[src/rtl/mips_mem_arbiter.sv]
// Sequential arbiter granting port 2 of the ideal memory to either the MIPS CPU
// data port or the AXI-Lite debug port, with a wait counter bounding AXI starvation.
module mips_mem_arbiter #(
   parameter int ADDR_WIDTH = 11,
   parameter int MAX_WAIT   = 8
) (
   input  logic                    mips_cpu_clk,
   input  logic                    mips_cpu_reset,
   input  logic                    mips_rst,
   input  logic                    cpu_req_valid,
   input  logic                    cpu_req_wr,
   input  logic [31:0]             cpu_req_addr,
   input  logic [31:0]             cpu_req_wdata,
   output logic                    cpu_req_ready,
   output logic                    cpu_resp_valid,
   output logic [31:0]             cpu_resp_rdata,
   input  logic                    axi_rd,
   input  logic                    axi_wr,
   input  logic [ADDR_WIDTH-3:0]   axi_addr,
   input  logic [31:0]             axi_wdata,
   output logic                    axi_done,
   output logic [31:0]             axi_rdata,
   output logic [ADDR_WIDTH-3:0]   mem_waddr,
   output logic [ADDR_WIDTH-3:0]   mem_raddr,
   output logic                    mem_wren,
   output logic                    mem_rden,
   output logic [31:0]             mem_wdata,
   input  logic [31:0]             mem_rdata,
   output logic [1:0]              dbg_state_o
);

   localparam int AW = ADDR_WIDTH - 2;
   localparam int CW = $clog2(MAX_WAIT + 1);

   typedef enum logic [1:0] {IDLE, CPU_ACC, AXI_ACC, RESP} state_t;

   state_t          state_q, state_d;
   logic [CW-1:0]   wait_q, wait_d;
   logic [AW-1:0]   addr_q, addr_d;
   logic [31:0]     wdata_q, wdata_d;
   logic            wr_q, wr_d;
   logic            cpu_q, cpu_d;
   logic [31:0]     resp_rdata_q, resp_rdata_d;
   logic [31:0]     axi_rdata_q, axi_rdata_d;
   logic            axi_pend, starve;
   logic            unused_addr_bits;

   assign unused_addr_bits = ^{cpu_req_addr[31:ADDR_WIDTH], cpu_req_addr[1:0]};

   assign axi_pend       = axi_rd | axi_wr;
   assign starve         = axi_pend & (wait_q == CW'(MAX_WAIT));
   // Reset is folded in so ready reads 0 while the block is held in reset.
   assign cpu_req_ready  = (state_q == IDLE) & ~mips_rst & ~starve & ~mips_cpu_reset;
   assign cpu_resp_rdata = resp_rdata_q;
   assign axi_rdata      = axi_rdata_q;
   assign dbg_state_o    = state_q;

   always_comb begin
      state_d        = state_q;
      wait_d         = wait_q;
      addr_d         = addr_q;
      wdata_d        = wdata_q;
      wr_d           = wr_q;
      cpu_d          = cpu_q;
      resp_rdata_d   = resp_rdata_q;
      axi_rdata_d    = axi_rdata_q;
      mem_waddr      = '0;
      mem_raddr      = '0;
      mem_wren       = 1'b0;
      mem_rden       = 1'b0;
      mem_wdata      = '0;
      cpu_resp_valid = 1'b0;
      axi_done       = 1'b0;

      case (state_q)
         IDLE: begin
            if (cpu_req_valid && cpu_req_ready) begin
               addr_d  = cpu_req_addr[ADDR_WIDTH-1:2];
               wdata_d = cpu_req_wdata;
               wr_d    = cpu_req_wr;
               cpu_d   = 1'b1;
               state_d = CPU_ACC;
               if (axi_pend && wait_q != CW'(MAX_WAIT)) wait_d = wait_q + 1'b1;
            end else if (axi_pend) begin
               addr_d  = axi_addr;
               wdata_d = axi_wdata;
               wr_d    = axi_wr;
               cpu_d   = 1'b0;
               state_d = AXI_ACC;
               wait_d  = '0;
            end
         end
         CPU_ACC, AXI_ACC: begin
            mem_waddr = addr_q;
            mem_raddr = addr_q;
            if (wr_q) begin
               mem_wren  = 1'b1;
               mem_wdata = wdata_q;
            end else begin
               mem_rden = 1'b1;
            end
            // Stores answer with rdata 0; AXI rdata only moves on reads.
            if (state_q == CPU_ACC) resp_rdata_d = wr_q ? 32'h0 : mem_rdata;
            else if (!wr_q)         axi_rdata_d  = mem_rdata;
            state_d = RESP;
         end
         RESP: begin
            cpu_resp_valid = cpu_q;
            axi_done       = ~cpu_q;
            state_d        = IDLE;
         end
         default: state_d = IDLE;
      endcase

      if (!axi_pend) wait_d = '0;
   end

   always_ff @(posedge mips_cpu_clk or posedge mips_cpu_reset) begin
      if (mips_cpu_reset) begin
         state_q      <= IDLE;
         wait_q       <= '0;
         addr_q       <= '0;
         wdata_q      <= '0;
         wr_q         <= 1'b0;
         cpu_q        <= 1'b0;
         resp_rdata_q <= '0;
         axi_rdata_q  <= '0;
      end else begin
         state_q      <= state_d;
         wait_q       <= wait_d;
         addr_q       <= addr_d;
         wdata_q      <= wdata_d;
         wr_q         <= wr_d;
         cpu_q        <= cpu_d;
         resp_rdata_q <= resp_rdata_d;
         axi_rdata_q  <= axi_rdata_d;
      end
   end

endmodule

[config.mk]
export PLATFORM = sky130hd
export DESIGN_NAME = mips_mem_arbiter
export DESIGN_NICKNAME = d
export VERILOG_FILES = /design/src/rtl/mips_mem_arbiter.sv
export SDC_FILE = /design/constraint.sdc
export NUM_CORES = 1
export LEC_CHECK = 0
export ABC_CLOCK_PERIOD_IN_PS = 9600
export CORE_ASPECT_RATIO = 1.75
export CORE_MARGIN = 8
export CORE_UTILIZATION = 43
export DETAILED_ROUTE_END_ITERATION = 10
export GPL_TIMING_DRIVEN = 0
export MAX_ROUTING_LAYER = met4
export PLACE_DENSITY = 0.95
export SLEW_MARGIN = 25
export SYNTH_ARGS = -nofsm -noshare
export SYNTH_HDL_FRONTEND = slang
export SYNTH_SLANG_ARGS = --single-unit
[constraint.sdc]
create_clock -name mips_cpu_clk -period 9.6 [get_ports mips_cpu_clk]
set_input_delay 1.92 -clock mips_cpu_clk [delete_from_list [all_inputs] [get_ports mips_cpu_clk]]
set_output_delay 1.92 -clock mips_cpu_clk [all_outputs]
set_load 0.03 [all_outputs]
[Word level (Yosys, flattened, before mapping)]
Index checks and enable logic that the tools add are counted.
Word-level totals
  register bits after elaboration: 113
  bits of input ports: 144
Operators by class
  $add $sub $neg: 1
  equality and inequality tests: 8
  muxes and demuxes: 25
  bitwise logic cells: 11
  reduce and logical (&&, ||, !) cells: 9
Operator list (count)
  $mux W32: 5
  $mux W9: 3
  $mux W4: 4
  $mux W1: 10
  $ne A3 B2 Y1 const B: 2
  $not A1 Y1: 6
  $pmux W2 S3: 1
  $reduce_and A2 Y1: 3
  $add A4 B1 Y4 const B: 1
  $and A1 B1 Y1: 4
  $eq A2 B2 Y1 const B: 2
  $eq A4 B4 Y1 const B: 1
  $mux W2: 2
  $ne A4 B4 Y1 const B: 1
  $reduce_and A3 Y1: 1
  $eq A2 B1 Y1 const B: 1
  $logic_and A1 B1 Y1: 2
  $logic_not A2 Y1: 1
  $ne A2 B1 Y1 const B: 1
  $reduce_bool A2 Y1: 1
  $reduce_or A2 Y1: 1
  $or A1 B1 Y1: 1

[Depth between registers and ports, before layout]
Gate-level depths: netlist of run 1.
  word-level depth: 9
  depth in mapped cells: 8
  gate-level depth less buffers: 6

[Worst setup path after synthesis of run 1]
OpenSTA, ideal clock, no wires.
  kind: input-to-output
  start: input axi_rd
  end: output cpu_req_ready
  arrival time: 2.626 ns
  required time: 7.680 ns
  slack: 5.054 ns
  stages on the path: 3
  buffers on the path: 0
  path through: nor2_2 or3_4 and3_1
On the way
  longest elaborated chain between the ends: 5
RTL lines
  start: declaration: RTL line 17  | input logic axi_rd,
  $or A1 B1 Y1: RTL line 50  | assign axi_pend = axi_rd | axi_wr;
  $and A1 B1 Y1: RTL line 51  | assign starve = axi_pend & (wait_q == CW'(MAX_WAIT));
  $not A1 Y1: RTL line 53  | assign cpu_req_ready = (state_q == IDLE) & ~mips_rst & ~starve & ~mips_cpu_reset;
  $and A1 B1 Y1 (2 in a row): RTL line 53
  end: declaration: RTL line 14  | output logic cpu_req_ready,
Every way passes these cells.

[Worst setup path in the final report of run 1]
  start: input axi_wr
  end: output cpu_req_ready
On the way
  longest elaborated chain between the ends: 5
RTL lines
  start: declaration: RTL line 18  | input logic axi_wr,
  $or A1 B1 Y1: RTL line 50
  $and A1 B1 Y1: RTL line 51
  $not A1 Y1: RTL line 53
  $and A1 B1 Y1 (2 in a row): RTL line 53
Every way passes these cells.

==> impl_metrics.ini, run 1 <==
[run_status]
status = finished clean

[synthesis]
synthAdderAreaFrac = 0.0122
synth-seq-cells = 113
synth_top_area_cell = dfrtp_1
synth_area_um2 = 5130
synth_compound_area_frac = 0.148
synthSimpleGateAreaFrac = 0.107
synthTopCellsByCount = dfrtp_1, inv_1, o22ai_1, a21oi_1, nand2_1
postSynthCellCount = 502
synth_xor_area_frac = 0
yosys_warnings = 0
synth_ff_type = dfrtp_1
ys_async_sr_fraction = 1.00
synth_top_family_by_area = compound AO/OA/AOI/OAI gates
netlist.area_leader.share = 0.551
synth_area_leaders = dfrtp_1, o22ai_1, mux2_2
yosysUniqueCellTypes = 36
synth_nets = 651
synth.most_common_cell = dfrtp_1
synth_mux_area_frac = 0.0703
ys_seq_area_frac = 0.551
synth_edf_count = 0
post_synth.cell_area_avg_um2 = 10.2

[place]
port_buffers = 241
hpwl_um = 14000
pre_cts_ws_ns = 3.96
gp_congestion = 0.954

[global_routing]
grt_pass1_vias = 5252
grt_max_degree = 62
antenna_found_initial = 0
grt_use_total = 0.236
grt_pass1_wl_um = 28200
overflow = 0

[pwr]
peakVddDrop_mv = 0.472
fin_total_pwr_mw = 3.56
clockPowerShare = 0.189
pwr-share-seq = 0.224
combPwrFrac = 0.587
power_density_nw_per_um2 = 425
switchingPower_mw = 1.55
p_leak_nw = 3.67
p_int_mw = 2.01
swShare = 0.436

[drt]
via_per_inst = 5.30
routed_wirelength_um = 18300
firstDrtPassIters = 4
drtIter0Drc = 159
route.detailed.drc = 0
detail-route-antenna-nets = 0
avgRoutedWirePerCell_um = 20.1
vias = 4840

[flow_run]
cap_violations = 0

[clocking]
cts_tree = built
cts_buffer_depth = 2
cts_root_buf = clkbuf_16
cts-buffers-inserted = 17
cts-resized-gates = 0
clock-sinks = 113
clk_latency_ns = 0.40
clk_pin_slew_ns = 0.05
cts_hold_buf = 0
htree_levels = 4
post_cts_buffers = 0

[worst_setup_path]
worst-path-buf-inv = 2
max_stage_delay_ns = 0.60
crit_top_cell = clkdlybuf4s50_1
critPathArrivalTime_ns = 3.72
reg2reg_slack_ns = 7.43
critical_path.slowest_cell = clkdlybuf4s50_1
cp_max_fo = 7
end_kind = output port
rr_endpoint = axi_rdata[6]
rr_worst_depth = 7
cp_top_family = buffers and inverters
worstSetupStartpointType = input port
crit_chain = clkdlybuf4s50_1 > nor2_2 > or3_4 > and3_1 > clkdlybuf4s50_1
worstPathRequired_ns = 7.68
r2r_start = dbg_state_o[0]
critPathKind = input port to output port

[floorplanning]
ios = 265
coreArea_um2 = 11800
die_h_um = 160
floorplan.die_area_um2 = 15800
initial_core_util = 0.434
rows = 53
die_w_um = 98.6

[sta]
fmax_mhz = 177
tns_ns = 0
timing.hold.ws_ns = 0.474
fin_ws_ns = 3.96
maxSlewViolCount = 0
min_period_ns = 5.64
rsz0062_at_grt = no
setup_viol = 0
fin_crit_sh = 0.587
max-slew-margin-rel = 0.612
worstMarginPinSlew_ns = 0.582
fin_skew_ns = 0.00871
finalHoldViolations = 0

[cells_and_area]
finalNetCount = 912
n_antenna_cell = 0
drive_above_1_share = 0.125
area_delta_synth_final_pct = 63.4

[hold_path]
holdPathStages = 1
worstHoldStart = wait_q[3]
worstHoldEndpoint = wait_q[3]
hold_class = flip-flop to flip-flop
-- how the worst max path moves through the flow --
stage                   startpoint       endpoint  slack [ns]  cells after the start
floorplan           mips_cpu_reset      addr_q[0]        4.69                      1
CTS                         axi_wr  cpu_req_ready        3.96                      5
global placement    mips_cpu_reset  axi_rdata[18]        2.92                      2
detailed placement          axi_wr  cpu_req_ready        3.96                      5
global route                axi_wr  cpu_req_ready        3.87                      5
finish                      axi_wr  cpu_req_ready        3.96                      5
-- flip-flops by register name, summed over array words and instances (netlist names) --
signal          count
axi_rdata          32
cpu_resp_rdata     32
wdata_q            32
addr_q              9
wait_q              4
dbg_state_o         2
cpu_q               1
wr_q                1
-- power by group through the flow --
stage	Combinational (mW)	Sequential, mW	Clock (mW)
CTS	2.10	0.797	0.682
finish	2.09	0.799	0.674
global route	2.20	0.818	0.705
floorplan	1.02	1.00	0
global placement	2.05	0.783	0
detailed placement	2.09	0.802	0
-- logic make-up (layout without fill, tap and decap cells) --
logic type      after synthesis  in the layout
simple gates                101            101
flops                       113            113
compound gates              127            127
fa+ha+maj                     5              5
buf+inv                     124            398
mux                          32             32
-- routing by layer --
| layer | vias to the layer above | wire length, um | track usage |
|---|---|---|---|
| met5 | - | 0 | - |
| met4 | 0 | 599 | 0.104 |
| met3 | 44 | 767 | 0.0472 |
| met2 | 191 | 10400 | 0.437 |
| met1 | 2379 | 6580 | 0.229 |
| li1 | 2226 | - | - |
-- placed cells by master, fill, tap and decap left out, drive strengths merged --
master / count
a21oi: 43
a31oi: 2
and2: 11
and2b: 1
and3: 33
and4bb: 1
buf: 29
bufinv: 4
clkbuf: 34
clkdlybuf4s50: 241
clkinv: 8
clkinvlp: 1
dfrtp: 113
ha: 5
inv: 81
mux2: 32
nand2: 38
nand2b: 2
nand3: 3
nand3b: 1
nand4b: 1
nand4bb: 1
nor2: 3
nor2b: 3
o211ai: 1
o21ai: 5
o22ai: 73
o31ai: 2
o32ai: 1
or2: 1
or3: 2
-- per-stage QoR --
stage | util | cell area, um2 | cells
floorplan | - | 5130 | 502
global placement | 0.653 | 7710 | 880
detailed placement | 0.656 | 7740 | 881
CTS | 0.710 | 8380 | 913
global route | 0.710 | 8380 | 913
finish | 0.710 | 8380 | 913
-- worst register-to-register path, stage by stage, from the launching register on --
cell,delay (ns)
dfrtp_1,0.45
inv_1,0.07
ha_1,0.45
and2b_1,0.21
nor2b_1,0.13
clkbuf_2,0.20
buf_6,0.19
mux2_2,0.35
-- layout make-up --
cell class / count / area (um2)
fillers: 848 / 3430
flip-flops and latches: 113 / 2830
repair buffers: 242 / 2440
multi-input cells: 265 / 1730
clock buffers: 17 / 425
inverters: 79 / 302
plain buffers: 45 / 275
clock inverters: 15 / 208
well taps: 137 / 171
Note: power is estimated with default switching activity, not from simulation.
==> inputs of run 2 (changes only) <==
--- a/config.mk
+++ b/config.mk
@@ -5,14 +5,14 @@
 export SDC_FILE = /design/constraint.sdc
 export NUM_CORES = 1
 export LEC_CHECK = 0
-export ABC_CLOCK_PERIOD_IN_PS = 9600
+export ABC_CLOCK_PERIOD_IN_PS = 4550
 export CORE_ASPECT_RATIO = 1.75
 export CORE_MARGIN = 8
-export CORE_UTILIZATION = 43
+export CORE_UTILIZATION = 36
 export DETAILED_ROUTE_END_ITERATION = 10
 export GPL_TIMING_DRIVEN = 0
 export MAX_ROUTING_LAYER = met4
-export PLACE_DENSITY = 0.95
+export PLACE_DENSITY = 0.89
 export SLEW_MARGIN = 25
 export SYNTH_ARGS = -nofsm -noshare
 export SYNTH_HDL_FRONTEND = slang
==> constraint.sdc (replaced) <==
create_clock -name mips_cpu_clk -period 4.55 [get_ports mips_cpu_clk]
set_input_delay 0.91 -clock mips_cpu_clk [delete_from_list [all_inputs] [get_ports mips_cpu_clk]]
set_output_delay 0.91 -clock mips_cpu_clk [all_outputs]
set_load 0.03 [all_outputs]
==> impl_metrics.ini, run 2 (same netlist as run 1, synthesis figures left out) <==
[floorplanning]
die_w_um = 106
ios = 265
die_h_um = 174
rows = 57
coreArea_um2 = 13900
floorplan.die_area_um2 = 18500
initial_core_util = 0.369

[sta]
setup_viol = 0
worstMarginPinSlew_ns = 0.698
max-slew-margin-rel = 0.535
fin_crit_sh = 0.808
fmax_mhz = 272
min_period_ns = 3.68
tns_ns = 0
maxSlewViolCount = 0
fin_skew_ns = 0.00978
rsz0062_at_grt = no
fin_ws_ns = 0.873
finalHoldViolations = 0

[clocking]
cts-buffers-inserted = 17
htree_levels = 4
clock-sinks = 113
cts-resized-gates = 0
post_cts_buffers = 0
clk_pin_slew_ns = 0.05
cts_root_buf = clkbuf_16
cts_tree = built
clk_latency_ns = 0.40
cts_buffer_depth = 2
cts_hold_buf = 0

[cells_and_area]
multiInputGateArea_um2 = 1730
final_cell_mix = clkdlybuf4s50_1, dfrtp_1, inv_1
seq_area_um2 = 2830
drive_above_1_share = 0.125
layout.cells.most_common = clkdlybuf4s50_1
nFillCells = 1153
finalNetCount = 912
fin_cells = 953
n_antenna_cell = 0
design_area_um2 = 8380
area_delta_synth_final_pct = 63.5

[drt]
routed_wirelength_um = 18200
firstDrtPassIters = 4
detail-route-antenna-nets = 0
route.detailed.drc = 0
avgRoutedWirePerCell_um = 19.1
via_per_inst = 5.03
drtIter0Drc = 128
vias = 4789

[run_status]
status = finished clean

[global_routing]
grt_use_total = 0.202
overflow = 0
grt_pass1_vias = 5199
grt_max_degree = 74
grt_pass1_wl_um = 28400
antenna_found_initial = 0

[hold_path]
hold_class = flip-flop to flip-flop

[worst_setup_path]
cp-startpoint = axi_wr
critPathKind = input port to output port
critPathArrivalTime_ns = 2.77
worstSetupStartpointType = input port
worstPathRequired_ns = 3.64
rr_endpoint = axi_rdata[29]
reg2reg_slack_ns = 2.46
cp_max_fo = 7
r2r_start = dbg_state_o[0]
end_kind = output port
rr_worst_depth = 7
endpoint = cpu_req_ready

[pwr]
fin_total_pwr_mw = 7.40
p_leak_nw = 3.65
power_density_nw_per_um2 = 883
peakVddDrop_mv = 0.871

[place]
hpwl_um = 14200
port_buffers = 241
dpl_cell_area_um2 = 7790
dp.cells = 921
gp_congestion = 0.892
pre_cts_ws_ns = 0.893

[flow_run]
cap_violations = 0
## run 2: cell count changes in the layout (fill, tap and decap cells not counted), sizes merged
cell      delta
bufinv       -2
clkinvlp     +1
clkbuf       +1
## run 2: final cells by class
type                       instances  area share
buffer                            45      0.0328
timing repair buffer             242       0.290
tap                              177      0.0264
sequential                       113       0.337
clock buffer                      18      0.0524
inverter                          79      0.0360
clock inverter                    14      0.0188
multi-input combinational        265       0.206
## run 2: stage by stage
step | hold WS [ns] | utilization
CTS | 0.494 | 0.603
floorplan | 0.442 | -
global placement | 0.460 | 0.558
finish | 0.489 | 0.603
detailed placement | 0.472 | 0.560
global route | 0.518 | 0.603
## run 2: metal layers
layer,up-vias,track usage,wire (um),part of all wire
met5,-,-,0,0
met4,0,0.0808,583,0.032
met3,37,0.0393,951,0.052
met2,193,0.366,10100,0.55
met1,2333,0.205,6590,0.36
li1,2226,-,-,-
## run 2: power breakdown
part / internal, mW / leakage [nW] / switching, mW
logic: 1.87 / 2.01 / 2.53
registers: 1.44 / 1.36 / 0.228
clock network: 0.829 / 0.288 / 0.506
total: 4.14 / 3.65 / 3.26
## run 2: how the worst min path moves through the flow
stage / from / slack [ns] / endpoint / cells past startpoint
floorplan: wait_q[3] / 0.44 / wait_q[3] / 1
global placement: wait_q[3] / 0.46 / wait_q[3] / 1
detailed placement: wait_q[3] / 0.47 / wait_q[3] / 1
CTS: axi_rdata[24] / 0.49 / axi_rdata[24] / 1
global route: axi_rdata[24] / 0.52 / axi_rdata[24] / 1
finish: axi_rdata[24] / 0.49 / axi_rdata[24] / 1
## run 2: worst max-delay path, stage by stage
cell	delay, ns
clkdlybuf4s50_1	0.56
nor2_2	0.11
or3_4	0.40
and3_1	0.17
clkdlybuf4s50_1	0.61
